`src/rtl/sub_pkg.sv`:
```
// Shared types and helpers for the serial subtractor.
// Holds the FSM state encoding and the counter sizing function.
package sub_pkg;

  typedef enum logic {
    ST_IDLE = 1'b0,
    ST_RUN  = 1'b1
  } state_t;

  // Ceiling log2, never narrower than one bit.
  function automatic int clog2(input int v);
    int r;
    r = 0;
    while ((1 << r) < v) r++;
    return (r < 1) ? 1 : r;
  endfunction

endpackage

```
`src/rtl/sub_chain_k.sv`:
```
// K-bit ripple chain of one-bit full-subtractor cells (combinational).
// Ports: x, y, bi in; d, bo, b_msb_in (borrow entering the top cell) out.
module sub_chain_k #(
  parameter int K = 1
) (
  input  logic [K-1:0] x,
  input  logic [K-1:0] y,
  input  logic         bi,
  output logic [K-1:0] d,
  output logic         bo,
  output logic         b_msb_in
);

  logic [K:0] br;

  assign br[0] = bi;

  for (genvar i = 0; i < K; i++) begin : g_cell
    assign d[i]    = x[i] ^ y[i] ^ br[i];
    assign br[i+1] = (~x[i] & y[i])
                   | (~(x[i] ^ y[i]) & br[i]);
  end

  assign bo       = br[K];
  assign b_msb_in = br[K-1];

endmodule

```
`src/rtl/serial_subtractor.sv`:
```
// Multi-cycle a - b - bin, K bits per clock, LSB slice first.
// Ports: clk, rst, start, a, b, bin in; busy, done, diff, bout, ovf, zero out.
module serial_subtractor
  import sub_pkg::*;
#(
  parameter int WIDTH = 8,
  parameter int K     = 1
) (
  input  logic             clk,
  input  logic             rst,
  input  logic             start,
  input  logic [WIDTH-1:0] a,
  input  logic [WIDTH-1:0] b,
  input  logic             bin,
  output logic             busy,
  output logic             done,
  output logic [WIDTH-1:0] diff,
  output logic             bout,
  output logic             ovf,
  output logic             zero
);

  localparam int S  = WIDTH / K;
  localparam int CW = clog2(S);
  localparam logic [CW-1:0] LAST = CW'(S - 1);

  state_t           state;
  logic [CW-1:0]    cnt;
  logic [WIDTH-1:0] a_q;
  logic [WIDTH-1:0] b_q;
  logic             br_q;

  logic [31:0]      base;
  logic [K-1:0]     x;
  logic [K-1:0]     y;
  logic [K-1:0]     d;
  logic             bo;
  logic             bm;
  logic             last;
  logic [WIDTH-1:0] diff_nx;

  assign base = 32'(cnt) * 32'(K);
  assign x    = a_q[base +: K];
  assign y    = b_q[base +: K];
  assign last = (cnt == LAST);

  sub_chain_k #(
    .K(K)
  ) u_chain (
    .x       (x),
    .y       (y),
    .bi      (br_q),
    .d       (d),
    .bo      (bo),
    .b_msb_in(bm)
  );

  // diff with the current slice merged in; used for the zero flag.
  always_comb begin
    diff_nx = diff;
    diff_nx[base +: K] = d;
  end

  always_ff @(posedge clk or posedge rst) begin
    if (rst) begin
      state <= ST_IDLE;
      cnt   <= '0;
      a_q   <= '0;
      b_q   <= '0;
      br_q  <= 1'b0;
      busy  <= 1'b0;
      done  <= 1'b0;
      diff  <= '0;
      bout  <= 1'b0;
      ovf   <= 1'b0;
      zero  <= 1'b0;
    end else begin
      done <= 1'b0;
      unique case (state)
        ST_IDLE: begin
          if (start) begin
            a_q   <= a;
            b_q   <= b;
            br_q  <= bin;
            cnt   <= '0;
            diff  <= '0;
            busy  <= 1'b1;
            state <= ST_RUN;
          end
        end
        ST_RUN: begin
          diff <= diff_nx;
          br_q <= bo;
          cnt  <= cnt + 1'b1;
          if (last) begin
            bout  <= bo;
            ovf   <= bm ^ bo;
            zero  <= (diff_nx == '0);
            done  <= 1'b1;
            busy  <= 1'b0;
            cnt   <= '0;
            state <= ST_IDLE;
          end
        end
        default: state <= ST_IDLE;
      endcase
    end
  end

endmodule

```
`config.mk`:
```
export PLATFORM = sky130hd
export DESIGN_NAME = serial_subtractor
export DESIGN_NICKNAME = d
export VERILOG_FILES = /design/src/rtl/sub_pkg.sv /design/src/rtl/sub_chain_k.sv /design/src/rtl/serial_subtractor.sv
export SDC_FILE = /design/constraint.sdc
export NUM_CORES = 1
export LEC_CHECK = 0
export BUFFER_PORTS_ARGS = -buffer_cell sky130_fd_sc_hd__clkbuf_2
export CORE_ASPECT_RATIO = 1.1
export CORE_MARGIN = 4
export CORE_UTILIZATION = 49
export CTS_CLUSTER_SIZE = 24
export DETAILED_ROUTE_END_ITERATION = 7
export PLACE_DENSITY = 0.79
export SKIP_CTS_REPAIR_TIMING = 1
export SYNTH_ARGS = -nofsm -noshare
export SYNTH_HDL_FRONTEND = slang
export SYNTH_SLANG_ARGS = --single-unit
```
`constraint.sdc`:
```
create_clock -name clk -period 3 [get_ports clk]
set_input_delay 0.3 -clock clk [delete_from_list [all_inputs] [get_ports clk]]
set_output_delay 0.3 -clock clk [all_outputs]
set_load 0.02 [all_outputs]
```
==> results by group <==
Route
  – DR vias/cell: between 5 and 6
  – Initial DRC Count: 36
  – ANT nets after route: 0
  – Routed WL: just under 4000 um
  – Pre-antenna DRT Iters: 4
  – Routed WL per cell: 16.5 um
  – Vias after detailed routing: between 1000 and 1500
  – DR DRC count: 0

Cells and area
  – Fillers: 308
  – Layout net count: 219
  – Final Cell Area: approximately 2100 sq um
  – Area Overhead vs Synth: 15.0%
  – Layout cell share with drive strength beyond 1: 34.9%
  – Ant diodes: 0
  – Finished Core Util: 60.2%

Synthesis
  – Yosys warning count: 0
  – Cells after synthesis: 156
  – Synth Cell Area: 1800 sq um
  – Synth Net Count: between 150 and 200
  – Syn avg cell area: approximately 12 sq um
  – Library cells used by synthesis: 45
  – Top FF cell, synth: dfrtp_1
  – Seq/Total Area, Yosys: 47.2%
  – Ys async rst share: 100%
  – Post-synth EDFFs: 0
  – Yosys reg bits: 34

Power and ir drop
  – Net Sw Power: 1.04 mW
  – Sw Share: between 40% and 50%
  – PD cells: about 1200 nW/um^2
  – LEAKAGE: 0.973 nW
  – VDD IR max: approximately 0.66 mV
  – Pint: ~1.4 mW
  – Share of power burned in registers: 36.3%
  – Clock share of power: 10.4%
  – Logic pwr share: between 50 and 60%

Placed design
  – Final RePlAce weighted congestion: ~0.85
  – DP Area: 2010 sq um
  – Count of input and output buffers: 32
  – Post-place setup slack: approximately 140 ps
  – HPWL Detailed: 3030 um

Setup path
  – Crit-path max cell delay: around 620 ps
  – Crit path buf inv count: 0
  – CP startpoint kind: flop
  – Reg-to-reg critical path startpoint: cnt[0]
  – Family with the most delay on the worst path: simple AND/OR/NAND/NOR gates
  – WP data required: 3280 ps
  – Largest fanout on the critical path: 6
  – CP dominant cell by count: nand2_1
  – CP Class: flop to flop
  – R2R Setup Slk: 220 ps
  – Critical Path End Type: flop
  – Slowest CP cell: fa_1
  – Crit path DAT: around 3100 ps
  – Crit path cell chain: mux4_1, nand2_1, nand2_1, fa_1, nor3b_2, and3_1, nand4b_1, nor4_2, a32o_1
  – Worst r2r dst: zero
  – Register-to-Register Path Depth: 9

Die
  – Row count: 22
  – Initial core utilization: a little over half
  – I/O pins: 33
  – Die Area: 4710 sq um
  – Die height: between 70 and 80 um
  – Die width: 65.8 um
  – Core footprint: 3440 sq um

Worst hold path
  – Worst min-delay path class: input pin to async pin

Global routing
  – Total global routing overflow: 0
  – Largest net degree at the start of global routing: 35
  – Vias in the first global route: 1434
  – First-pass GRT wire length: 6760 um
  – Antenna violations before repair: 0
  – GRT Total Usage: 18.6%

Clock network
  – Worst-Skew Late Latency: 340 ps
  – Num CTS Buffers: 5
  – CTS tree: done
  – Root buffer cell: clkbuf_4
  – Clock sink count: 34
  – H-tree Lvls: 2
  – Max Root-Sink Buffers: 2
  – Clock Pin Slew Worst Setup and Hold Paths: 110 ps

Timing
  – Final setup violation count: 0
  – Worst-margin pin slew: 566 ps
  – Post-route clock period utilization: 92.7%
  – RSZ-0062 raised after global routing: no
  – Hold Fails Final Rpt: 0
  – Setup TNS Final: 0 ps
  – Slew Viols, Final: 0
  – Clk_skew: 16.3 ps
  – Worst setup margin: about 220 ps
  – Relative slew slack: 62.3%
  – FMAX: 359 MHz
  – Crit path time final: between 2000 and 3000 ps

Flow run
  – Max Cap Viol: 0

Run status
  – Outcome: finished, final reports clean
## stage by stage
step	std cells	total power, mW	hold WS (ps)
2_1_floorplan	156	1.83	442
3_3_place_gp	232	2.07	385
3_5_place_dp	232	2.15	400
4_1_cts	240	2.40	24.9
5_1_grt	240	2.58	58.8
6_report	240	2.40	10.4
## sequential cells by signal, summed over array words and instances, names as in the netlist
register,cells
done,1
b_q,8
cnt,3
diff,8
state,1
bout,1
zero,1
br_q,1
busy,1
a_q,8
ovf,1
## layout by cell type (no fill, tap or decap), types with 3 or more instances in the layout
master / instances
mux2_2: 17
nor2_1: 6
mux2i_1: 3
nand2_1: 18
o22ai_1: 3
clkbuf_4: 5
buf_4: 4
clkbuf_2: 32
ha_1: 7
nand3_1: 3
o21ai_0: 9
mux4_1: 3
inv_1: 8
dfrtp_1: 33
## synth_stat cells, types with 2 or more instances
library cell	n	share of area (%)
a21oi_1	2	0.56
nor2_1	6	1.2
o31ai_1	2	0.83
o22ai_1	3	1.0
mux4_1	3	4.4
inv_1	8	1.7
buf_6	2	1.2
a32o_1	2	1.1
buf_2	2	0.56
clkbuf_1	3	0.62
mux2_2	17	11
o21ai_0	9	2.5
a21boi_0	2	0.83
dfrtp_1	34	47
nand2b_1	2	0.69
o32ai_1	2	0.97
nand3_1	3	0.83
ha_1	7	4.9
mux2i_1	3	1.7
o21ai_1	2	0.56
nand2_1	18	3.7
## power groups by stage
stage / logic (mW) / clock network, mW / registers, mW
detailed placement: 1.26 / 0 / 0.885
finish: 1.28 / 0.249 / 0.871
global route: 1.40 / 0.281 / 0.900
CTS: 1.27 / 0.256 / 0.873
global placement: 1.21 / 0 / 0.858
floorplan: 0.963 / 0 / 0.863
## kinds of logic after synthesis
family                   count (synthesis)  share of synthesized area, %
AO/OA/AOI/OAI                           30                          11.0
XOR/XNOR                                 1                         0.486
buffers and inverters                   16                          4.31
adder cells (fa/ha/maj)                  8                          5.97
multiplexers                            24                          17.9
flip-flops                              34                          47.2
AND/OR/NAND/NOR                         43                          13.1
## worst reg2reg max path, cell delays in order, from the launching register on
cell	delay, ps
dfrtp_2	450
mux4_1	570
nand2_1	80
nand2_1	60
fa_1	620
nor3b_2	90
and3_1	210
nand4b_1	190
nor4_2	280
a32o_1	180
## layer usage
layer | GRT usage [%] | vias to the layer above | routed length [um]
met5 | 0 | - | 0
met4 | 4.84 | 0 | 57
met3 | 4.55 | 8 | 186
met2 | 33.3 | 41 | 2110
met1 | 22.0 | 676 | 1600
li1 | - | 639 | -
## cell type report
| type | count | area, sq um | share of cell area [%] |
|---|---|---|---|
| Sequential cell | 34 | 852 | 41.1 |
| Clock inverter | 2 | 13.8 | 0.664 |
| Inverter | 8 | 30.0 | 1.45 |
| Timing Repair Buffer | 36 | 190 | 9.18 |
| Clock buffer | 6 | 41.3 | 1.99 |
| Multi-Input combinational cell | 106 | 885 | 42.7 |
| Tap cell | 48 | 60.1 | 2.90 |
## worst max-delay path by stage
stage          startpoint  slack [ps]  depth (start not counted)   end
5_1_grt            cnt[0]          40                          8  zero
3_5_place_dp       cnt[0]         140                          8  zero
2_1_floorplan      cnt[0]          10                          9  zero
3_3_place_gp       cnt[0]         230                          8  zero
6_report           cnt[0]         220                          9  zero
4_1_cts            cnt[0]         110                          8  zero
(Power assumes the default switching activity.)
